**src/rtl/lfsr_prbs_sequencer.sv**
```systemverilog
// lfsr_prbs_sequencer
// Owns a 5-bit Galois LFSR (x^5 + x^2 + 1) and runs it as a shared PRBS source.
// The block handles four jobs:
//   - seed loading, with all-zero lockup protection;
//   - start/stop control;
//   - packing WORD_BITS output bits into a word, first bit in the MSB;
//   - delivering each finished word on a valid/ready handshake.
// The LFSR advances only while the controller is in RUN. While a word waits
// for its consumer, the LFSR, the word and the period position stay frozen.

module lfsr_prbs_sequencer #(
  parameter int         WORD_BITS    = 8,
  parameter logic [4:0] DEFAULT_SEED = 5'b00001
) (
  input  logic                 clk,
  input  logic                 reset,
  input  logic                 start,
  input  logic                 stop,
  input  logic                 seed_load,
  input  logic [4:0]           seed_in,
  input  logic                 word_ready,
  output logic                 word_valid,
  output logic [WORD_BITS-1:0] word,
  output logic [4:0]           lfsr_state,
  output logic                 busy,
  output logic                 period_wrap,
  output logic                 lockup_err
);

  // Bit counter wide enough to index every bit position of a word.
  localparam int                CNT_W    = $clog2(WORD_BITS);
  localparam logic [CNT_W-1:0]  LAST_BIT = CNT_W'(WORD_BITS - 1);

  // A maximal-length 5-bit LFSR repeats every 31 steps, so the period
  // position runs 0..30.
  localparam logic [4:0]        PERIOD_LAST = 5'd30;

  typedef enum logic [1:0] {
    S_IDLE  = 2'd0,
    S_RUN   = 2'd1,
    S_VALID = 2'd2
  } state_e;

  // ---------------------------------------------------------------------------
  // Registered state and outputs
  // ---------------------------------------------------------------------------
  state_e                 state_q;
  logic [4:0]             lfsr_q;
  logic [WORD_BITS-1:0]   word_q;
  logic [CNT_W-1:0]       bit_cnt_q;
  logic [4:0]             period_cnt_q;
  logic                   stop_pending_q;
  logic                   word_valid_q;
  logic                   busy_q;
  logic                   period_wrap_q;
  logic                   lockup_err_q;

  // ---------------------------------------------------------------------------
  // Combinational next values of the datapath
  // ---------------------------------------------------------------------------
  logic [4:0]             lfsr_step_d;
  logic [WORD_BITS-1:0]   word_shift_d;
  logic [4:0]             period_cnt_d;
  logic [4:0]             seed_d;
  logic                   seed_is_zero;
  logic                   step_en;
  logic                   handshake;

  // Work out the next LFSR value, the shifted word and the seed to load.
  always_comb begin
    // NOTE: every signal driven here gets a value on every path, so no latch is inferred.
    lfsr_step_d  = '0;
    word_shift_d = '0;
    period_cnt_d = '0;
    seed_d       = DEFAULT_SEED;
    seed_is_zero = 1'b0;
    step_en      = 1'b0;
    handshake    = 1'b0;

    // Internal-XOR step: the bit leaving S4 feeds S0 and is XORed into S2.
    lfsr_step_d  = {lfsr_q[3], lfsr_q[2], lfsr_q[1] ^ lfsr_q[4], lfsr_q[0], lfsr_q[4]};

    // The bit leaving the LFSR (S4 before the step) enters the word LSB,
    // so the first bit generated ends up in the MSB.
    word_shift_d = {word_q[WORD_BITS-2:0], lfsr_q[4]};

    period_cnt_d = (period_cnt_q == PERIOD_LAST) ? 5'd0 : period_cnt_q + 5'd1;

    // An all-zero seed would lock the LFSR at zero, so the default seed
    // is loaded in its place.
    seed_is_zero = (seed_in == 5'd0);
    seed_d       = seed_is_zero ? DEFAULT_SEED : seed_in;

    // A stop in RUN takes effect at once, so that cycle does not step.
    step_en      = (state_q == S_RUN) && !stop;
    handshake    = (state_q == S_VALID) && word_ready;
  end

  // Controller FSM plus LFSR, word and period registers, all updated together.
  always_ff @(posedge clk) begin
    if (reset) begin
      // NOTE: sequential state uses non-blocking assignments, so every register here sees the values from before this edge.
      state_q        <= S_IDLE;
      lfsr_q         <= DEFAULT_SEED;
      word_q         <= '0;
      bit_cnt_q      <= '0;
      period_cnt_q   <= '0;
      stop_pending_q <= 1'b0;
      word_valid_q   <= 1'b0;
      busy_q         <= 1'b0;
      period_wrap_q  <= 1'b0;
      lockup_err_q   <= 1'b0;
    end else begin
      // period_wrap is a one-cycle pulse unless a wrapping step sets it.
      period_wrap_q <= 1'b0;

      if (step_en) begin
        lfsr_q        <= lfsr_step_d;
        word_q        <= word_shift_d;
        period_cnt_q  <= period_cnt_d;
        period_wrap_q <= (period_cnt_q == PERIOD_LAST);
      end

      unique case (state_q)
        S_IDLE: begin
          // Priority order: stop, then seed_load, then start.
          if (stop) begin
            state_q <= S_IDLE;
          end else if (seed_load) begin
            lfsr_q       <= seed_d;
            lockup_err_q <= seed_is_zero;
            period_cnt_q <= '0;
          end else if (start) begin
            state_q   <= S_RUN;
            busy_q    <= 1'b1;
            bit_cnt_q <= '0;
          end
        end

        S_RUN: begin
          if (stop) begin
            // Drop the partial word; the LFSR keeps the value it reached.
            state_q <= S_IDLE;
            busy_q  <= 1'b0;
          end else begin
            bit_cnt_q <= bit_cnt_q + CNT_W'(1);
            if (bit_cnt_q == LAST_BIT) begin
              state_q      <= S_VALID;
              word_valid_q <= 1'b1;
            end
          end
        end

        S_VALID: begin
          if (handshake) begin
            word_valid_q <= 1'b0;
            if (stop_pending_q || stop) begin
              state_q        <= S_IDLE;
              busy_q         <= 1'b0;
              stop_pending_q <= 1'b0;
            end else begin
              state_q   <= S_RUN;
              bit_cnt_q <= '0;
            end
          end else if (stop) begin
            // The waiting word is still delivered; the stop takes effect
            // once the consumer accepts it.
            stop_pending_q <= 1'b1;
          end
        end

        default: begin
          state_q        <= S_IDLE;
          busy_q         <= 1'b0;
          word_valid_q   <= 1'b0;
          stop_pending_q <= 1'b0;
        end
      endcase
    end
  end

  assign word_valid  = word_valid_q;
  assign word        = word_q;
  assign lfsr_state  = lfsr_q;
  assign busy        = busy_q;
  assign period_wrap = period_wrap_q;
  assign lockup_err  = lockup_err_q;

endmodule

```
**config.mk**
```make
export PLATFORM = sky130hd
export DESIGN_NAME = lfsr_prbs_sequencer
export DESIGN_NICKNAME = d
export VERILOG_FILES = /design/src/rtl/lfsr_prbs_sequencer.sv
export SDC_FILE = /design/constraint.sdc
export NUM_CORES = 1
export LEC_CHECK = 0
export ABC_CLOCK_PERIOD_IN_PS = 1400
export CORE_AREA = 2 2 69 71
export DETAILED_ROUTE_END_ITERATION = 16
export DIE_AREA = 0 0 71 73
export HOLD_SLACK_MARGIN = 0.02
export PLACE_DENSITY = 0.49
export SLEW_MARGIN = 0
export SYNTH_ARGS = -nofsm -noshare
export SYNTH_HDL_FRONTEND = slang
export SYNTH_SLANG_ARGS = --single-unit
```
**constraint.sdc**
```tcl
create_clock -name clk -period 1.4 [get_ports clk]
set_clock_uncertainty 0.2 [all_clocks]
set_input_delay 0.28 -clock clk [delete_from_list [all_inputs] [get_ports clk]]
set_output_delay 0.28 -clock clk [all_outputs]
set_load 0.02 [all_outputs]
```
==> out/qor.txt, run 1 <==
========================================================================================
Floorplan row count                                                                   25
Number of synthesized register bits                                                   28
Endpoint of the worst hold-timing path                                           word[7]
Detailed route wirelength on metal2                                              2.07 mm
Drt first pass iters                                                                   4
Via-per-instance ratio                                                              5.01
Violated checks                                                             negative setup slack
Count of buffers inserted at the top-level ports                                      27
Total negative slack                                                            -2180 ps
Number of placed I/O pins                                                             28
Required time of the worst setup path                                            1370 ps
Proportion of synthesized area in mux cells                                        2.31%
Drt drc                                                                                0
Post-detailed-routing wire length                                                3.96 mm
Part of the Yosys area used for sequential elements                                43.2%
Class of the most critical hold timing path                                   reg -> reg
Setup WS post-layout                                                             -209 ps
Max-capacitance violation count                                                        0
Starting Density                                                                   28.6%
Worst setup path class                                                        reg -> reg
R2r worst-path depth                                                                   5
Area fraction of the dominant cell type after synthesis                            43.2%
Setup slack on the worst flop-to-flop path                                       -210 ps
Y dimension of the die                                                        73 microns
Critical path buffer and inverter count                                                2
Crit path launch type                                                          flip-flop
Compound-cell area share of the yosys netlist                                      17.7%
DP HPWL                                                                          2.45 mm
Cell chosen for the clock root                                              sky130_fd_sc_hd__clkbuf_8
Area grow syn2layout                                                               65.2%
Max_slew headroom                                                                  68.7%
Worst-case clock buffer depth                                                          2
Final-layout worst hold slack                                                     268 ps
Slew Limit Fails                                                                       0
Hold buffer count at cts                                                               0
Met3 WL post-DR                                                              108 microns
Final-report hold violation count                                                      0
Share of layout cells above drive strength 1                                       51.8%
Unrepaired setup endpoints after global routing                                      yes
Wirelength per Cell                                                         14.4 microns
Post-route core utilization                                                        47.3%
Synth unique cells                                                                    33
Area of the mapped netlist                                                    1300 sq um
Global router's overall resource usage                                             15.0%
HP Start                                                                         word[7]
Post-synthesis area per instance                                              8.37 sq um
Largest net degree at the start of global routing                                     17
Synthesis warning total                                                                0
Period utilization                                                                  115%
Count of antenna diodes in the layout                                                  0
Category of cells accounting for the largest share of critical-path delay   compound AO/OA/AOI/OAI gates
Combinational family with the most area after synthesis                     simple AND/OR/NAND/NOR gates
Initial antenna violation count                                                        0
Library cell contributing the largest single delay on the critical path     sky130_fd_sc_hd__o21ai_0
Number of buffers inserted during clock tree synthesis                                 3
Max rail drop VDD                                                               0.350 mV
Fraction of the mapped netlist area in adder cells                                 3.86%
Worst reg2reg endpoint                                                      bit_cnt_q[1]
Post-placement setup slack                                                       -603 ps
Max Used Layer                                                                      met4
Total core area                                                               4540 sq um
Post-Syn Instances                                                                   155
Number of cells traversed by the worst hold path                                       2
Most common cell after layout, fill and taps aside                          sky130_fd_sc_hd__buf_4
Net count of the finished layout                                                     238
Share of synthesized cell area in and, or, nand and nor gates                      27.9%
Cell type with the largest total area after synthesis                       sky130_fd_sc_hd__dfxtp_1
Category of the worst setup path capture point                                 flip-flop
Maximum level of the CTS H-tree                                                        1
Placer congestion estimate                                                         0.807
Number of routed nets with antenna violations                                          0
Number of DRC violations after detailed-routing iteration 0                           51
X dimension of the die                                                        71 microns
Total setup violations reported at the end of the flow                                24
List of cells traversed by the critical path                                buf_6 > buf_4 > o21ai_0 > nand2_4 > mux2i_1
Commonest cells after routing, fill and taps aside                          sky130_fd_sc_hd__buf_4 (34), sky130_fd_sc_hd__nand2_1 (24), sky130_fd_sc_hd__dfxtp_1 (22)
Signal arrival time at the worst endpoint                                        1570 ps
Post-synthesis net count                                                             170
Clock latency on the worst-skew pair                                              280 ps
Maximum clock frequency                                                        0.622 GHz
Critical register-to-register path startpoint                                 state_q[0]
Leakage                                                                         0.853 nW
Transition time at the pin with the least slew margin                             465 ps
Highest fanout seen on the critical path                                              10
Die footprint                                                                 5180 sq um
Grt total ovfl                                                                         0
Synthesized-area fraction occupied by xor and xnor cells                          0.675%
Sink count of the clock tree                                                          28
Result of the run                                                           finished with violations
TritonCTS clock tree                                                                done
Total power                                                                      1.60 mW
Clock transition at path regs                                                     100 ps
Vias in the first global route                                                     1,303
Shortest period the worst path allows                                            1610 ps
Global-route wire length before repair                                           6.13 mm
Highest cell delay on the worst timing path                                       410 ps
Total via count after detailed routing                                             1,383
Power density normalized to cell area                                        749 nW/um^2
Sum of routed wire segments on met1                                              1.71 mm
Area contributors post-synth                                                sky130_fd_sc_hd__dfxtp_1 (43%), sky130_fd_sc_hd__nand2_1 (9.3%), sky130_fd_sc_hd__a21oi_1 (6.9%)
========================================================================================
what timing repair did:
action / CTS / global route
pin swaps: 16 / 16
setup buffers: 2 / 6
resized for setup: 87 / 43
endpoints found under the hold margin: 0 / 0
endpoints found under the setup margin: 43 / 38
cloned: 3 / 0
cell families (layout without fill, tap and decap cells):
kind of cell    Yosys count  in the layout
buf+inv                  10             76
flops                    28             28
mux                       3              3
fa+ha+maj                 4              4
simple gates             72             73
xor+xnor                  1              1
compound gates           37             37
how the worst max path moves through the flow:
stage | start | end | slack [ps] | cells past startpoint
after floorplan | stop | lockup_err | -140 | 6
after global placement | stop | lfsr_state[2] | -560 | 4
after detailed placement | seed_load | lfsr_state[2] | -600 | 4
after CTS | state_q[0] | bit_cnt_q[1] | -150 | 4
after global routing | state_q[0] | bit_cnt_q[1] | -230 | 4
final | state_q[0] | bit_cnt_q[1] | -210 | 5
per-layer routing:
layer	global-route usage [%]	up-vias
met5	0	-
met4	6.29	0
met3	3.04	8
met2	26.0	25
met1	18.3	664
li1	-	686
worst reg2reg max path, stage by stage, from the launching register on:
cell and delay [ps]:
sky130_fd_sc_hd__dfxtp_2 350, sky130_fd_sc_hd__buf_6 120, sky130_fd_sc_hd__buf_4 160, sky130_fd_sc_hd__o21ai_0 410, sky130_fd_sc_hd__nand2_4 120, sky130_fd_sc_hd__mux2i_1 140
report_power, final:
| part | internal, mW | total, mW | switching (mW) |
|---|---|---|---|
| sequential | 0.809 | 0.819 | 0.00959 |
| clock | 0.252 | 0.510 | 0.258 |
| combinational | 0.139 | 0.276 | 0.137 |
| total | 1.20 | 1.60 | 0.405 |
synth_stat cells:
| master | instances |
|---|---|
| sky130_fd_sc_hd__nand2b_1 | 8 |
| sky130_fd_sc_hd__buf_6 | 2 |
| sky130_fd_sc_hd__or3_1 | 1 |
| sky130_fd_sc_hd__buf_1 | 1 |
| sky130_fd_sc_hd__dfxtp_1 | 28 |
| sky130_fd_sc_hd__a21oi_1 | 18 |
| sky130_fd_sc_hd__mux2i_1 | 3 |
| sky130_fd_sc_hd__nand3_1 | 2 |
| sky130_fd_sc_hd__o31a_1 | 1 |
| sky130_fd_sc_hd__nor4_1 | 2 |
| sky130_fd_sc_hd__clkbuf_1 | 3 |
| sky130_fd_sc_hd__buf_2 | 3 |
| sky130_fd_sc_hd__o21ai_0 | 5 |
| sky130_fd_sc_hd__a41oi_1 | 1 |
| sky130_fd_sc_hd__nand4_1 | 1 |
| sky130_fd_sc_hd__o21bai_1 | 1 |
| sky130_fd_sc_hd__o2111ai_1 | 1 |
| sky130_fd_sc_hd__nor3b_2 | 2 |
| sky130_fd_sc_hd__a311oi_1 | 5 |
| sky130_fd_sc_hd__nor3_1 | 3 |
| sky130_fd_sc_hd__nand3b_1 | 3 |
| sky130_fd_sc_hd__o21a_1 | 3 |
| sky130_fd_sc_hd__nand2_1 | 32 |
| sky130_fd_sc_hd__o22ai_1 | 1 |
| sky130_fd_sc_hd__or4_1 | 1 |
| sky130_fd_sc_hd__nor3b_1 | 2 |
| sky130_fd_sc_hd__a32oi_1 | 1 |
| sky130_fd_sc_hd__nor2b_1 | 2 |
| sky130_fd_sc_hd__nor2_1 | 12 |
| sky130_fd_sc_hd__xnor2_1 | 1 |
| sky130_fd_sc_hd__ha_1 | 4 |
| sky130_fd_sc_hd__inv_1 | 1 |
| sky130_fd_sc_hd__or4b_4 | 1 |
state kept, by name, indices dropped and copies added, names as in the netlist:
signal	flops
busy	1
period_wrap	1
lockup_err	1
period_cnt_q	5
bit_cnt_q	3
stop_pending_q	1
lfsr_state	5
word_valid	1
word	8
state_q	2
area by class of cell:
| type | instances | area, sq um |
|---|---|---|
| Timing Repair Buffer | 71 | 562 |
| Multi-Input combinational cell | 118 | 882 |
| Fill cell | 447 | 2390 |
| Clock buffer | 4 | 55.1 |
| Tap cell | 54 | 67.6 |
| Sequential cell | 28 | 573 |
| Inverter | 1 | 3.75 |
per-stage QoR:
step                cell area [sq um]  cells
floorplan                        1310    155
global placement                 1850    261
detailed placement               1850    261
CTS                              2050    270
global route                     2140    276
finish                           2140    276
Note: power is estimated with default switching activity, not from simulation.
==> run 2: changes to the inputs <==
--- a/config.mk
+++ b/config.mk
@@ -6,11 +6,11 @@
 export NUM_CORES = 1
 export LEC_CHECK = 0
 export ABC_CLOCK_PERIOD_IN_PS = 1400
-export CORE_AREA = 2 2 69 71
+export CORE_AREA = 2 2 64 66
 export DETAILED_ROUTE_END_ITERATION = 16
-export DIE_AREA = 0 0 71 73
+export DIE_AREA = 0 0 66 68
 export HOLD_SLACK_MARGIN = 0.02
-export PLACE_DENSITY = 0.49
+export PLACE_DENSITY = 0.56
 export SLEW_MARGIN = 0
 export SYNTH_ARGS = -nofsm -noshare
 export SYNTH_HDL_FRONTEND = slang
==> run 2 against run 1 <==
  * The flow still finishes with violations (negative setup slack)
  * Sequential cell count unchanged
  * Power grew 8.7%
  * Critical path depth is 1 lower
  * Global-route usage up 0.98 points
  * Die area is 13% lower
  * Hold slack worse by 21 ps
  * Sequential share of layout area down 2.2 points
  * Final area up 8.6%
  * Setup slack improved by 27 ps
  * Critical endpoint is now bit_cnt_q[0]
==> out/qor.txt, run 2 (synthesis results as in run 1) <==
==========================================================================
Result of the run                                             finished with violations
Violated checks                                               negative setup slack
Y dimension of the die                                          68 microns
Signal arrival time at the worst endpoint                          1580 ps
Count of antenna diodes in the layout                                    0
Number of flip-flops under the largest register name                     8
Area grow syn2layout                                                 79.5%
Required time of the worst setup path                              1400 ps
Number of placed I/O pins                                               28
X dimension of the die                                          66 microns
Wirelength per Cell                                           13.4 microns
Class of the most critical hold timing path                      in -> reg
Cell chosen for the clock root                                sky130_fd_sc_hd__clkbuf_8
Drt drc                                                                  0
Critical register-to-register path startpoint                   state_q[0]
Vias in the first global route                                       1,306
Global-route wire length before repair                             5.64 mm
Number of routed nets with antenna violations                            0
Total setup violations reported at the end of the flow                  25
Period utilization                                                    113%
Max rail drop VDD                                                 0.433 mV
Total via count after detailed routing                               1,368
FF+latch area                                                    572 sq um
Grt total ovfl                                                           0
Drt first pass iters                                                     4
Worst-case clock buffer depth                                            2
Floorplan row count                                                     23
Die footprint                                                   4490 sq um
Largest net degree at the start of global routing                       17
Post-placement setup slack                                         -598 ps
Sink count of the clock tree                                            28
Number of buffers inserted during clock tree synthesis                   3
Worst reg2reg endpoint                                        bit_cnt_q[0]
Transition time at the pin with the least slew margin               339 ps
Net count of the finished layout                                       244
Most common cell after layout, fill and taps aside            sky130_fd_sc_hd__buf_4
Setup slack on the worst flop-to-flop path                         -180 ps
Shortest period the worst path allows                              1580 ps
Crit path launch type                                            flip-flop
HP Start                                                        word_ready
Max-capacitance violation count                                          0
Highest fanout seen on the critical path                                 3
Post-route design area                                          2330 sq um
Power density normalized to cell area                          749 nW/um^2
Maximum clock frequency                                          0.632 GHz
Number of DRC violations after detailed-routing iteration 0             24
TritonCTS clock tree                                                  done
Max_slew headroom                                                    77.2%
Starting Density                                                     33.6%
Multi-input combinational cell area                              956 sq um
Endpoint of the worst hold-timing path                        stop_pending_q
Total negative slack                                              -2490 ps
Worst setup path startpoint                                     state_q[0]
Unrepaired setup endpoints after global routing                        yes
Clock latency on the worst-skew pair                                270 ps
Count of buffers inserted at the top-level ports                        27
Global router's overall resource usage                               16.0%
Via-per-instance ratio                                                4.92
Clock transition at path regs                                       100 ps
Final non-filler cell total                                            278
Layout filler cell count                                               338
Total cell area at the placement stage                          1890 sq um
Slew Limit Fails                                                         0
R2r worst-path depth                                                     4
Leakage                                                            1.02 nW
Post-detailed-routing wire length                                  3.72 mm
Initial antenna violation count                                          0
Post-route core utilization                                          60.4%
Placer congestion estimate                                           0.849
Category of the worst setup path capture point                   flip-flop
DP HPWL                                                            2.45 mm
Final-report hold violation count                                        0
Share of layout cells above drive strength 1                         54.8%
Maximum level of the CTS H-tree                                          1
Worst setup path class                                          reg -> reg
Total core area                                                 3860 sq um
Number of cells traversed by the worst hold path                         4
Setup WS post-layout                                               -182 ps
Commonest cells after routing, fill and taps aside            sky130_fd_sc_hd__buf_4 (39), sky130_fd_sc_hd__dfxtp_1 (25), sky130_fd_sc_hd__nand2_1 (22)
Instance count after placement with tap cells included                 263
==========================================================================
run 2: cell types whose count changed in the layout (fill, tap and decap cells not counted), moves of 4 or more:
cell	delta
sky130_fd_sc_hd__dfxtp_2	-4
sky130_fd_sc_hd__buf_4	+5
sky130_fd_sc_hd__nand2_2	-5
sky130_fd_sc_hd__nand2_4	+7
run 2: cell type report:
type	count	share of cell area, %
flip-flops and latches	28	24.6
inverters	1	0.161
clock buffers	3	1.77
repair buffers	77	28.5
clock inverters	1	1.29
multi-input cells	118	41.1
well taps	50	2.69
run 2: per-stage QoR:
stage,power [mW],hold slack [ps]
global route,1.82,289
global placement,1.07,247
detailed placement,1.07,269
floorplan,0.950,227
finish,1.74,247
CTS,1.75,280
run 2: worst max-delay path, stage by stage, from the launching register on:
cell                      delay (ps)
sky130_fd_sc_hd__dfxtp_4         360
sky130_fd_sc_hd__buf_6           110
sky130_fd_sc_hd__or4_4           530
sky130_fd_sc_hd__nand2_4         100
sky130_fd_sc_hd__mux2i_1         200
run 2: how the worst max path moves through the flow:
stage	end	slack (ps)	cells past startpoint
after floorplan	lockup_err	-140	6
after global placement	lfsr_state[2]	-550	4
after detailed placement	bit_cnt_q[2]	-600	5
after CTS	bit_cnt_q[0]	-190	4
after global routing	bit_cnt_q[0]	-230	4
final	bit_cnt_q[0]	-180	4
run 2: what timing repair did:
item                                    in CTS  in global routing
setup buffers                                5                  5
endpoints found under the setup margin      44                 39
hold buffers                                 0                  0
gates resized for setup                     95                 54
cloned                                       1                  1
hold endpoints to repair                     0                  0
pin swaps                                   28                 23
run 2: layer usage:
layer	track usage, %	vias up	wire (microns)
met5	0	-	0
met4	6.38	0	46
met3	1.97	4	73
met2	29.7	13	2020
met1	18.8	657	1590
li1	-	694	-
run 2: where the power goes:
part | switching [mW] | total, mW | internal, mW | leakage (nW)
Combinational | 0.140 | 0.292 | 0.152 | 0.755
Sequential | 0.00982 | 0.817 | 0.808 | 0.229
Clock | 0.252 | 0.635 | 0.383 | 0.0357
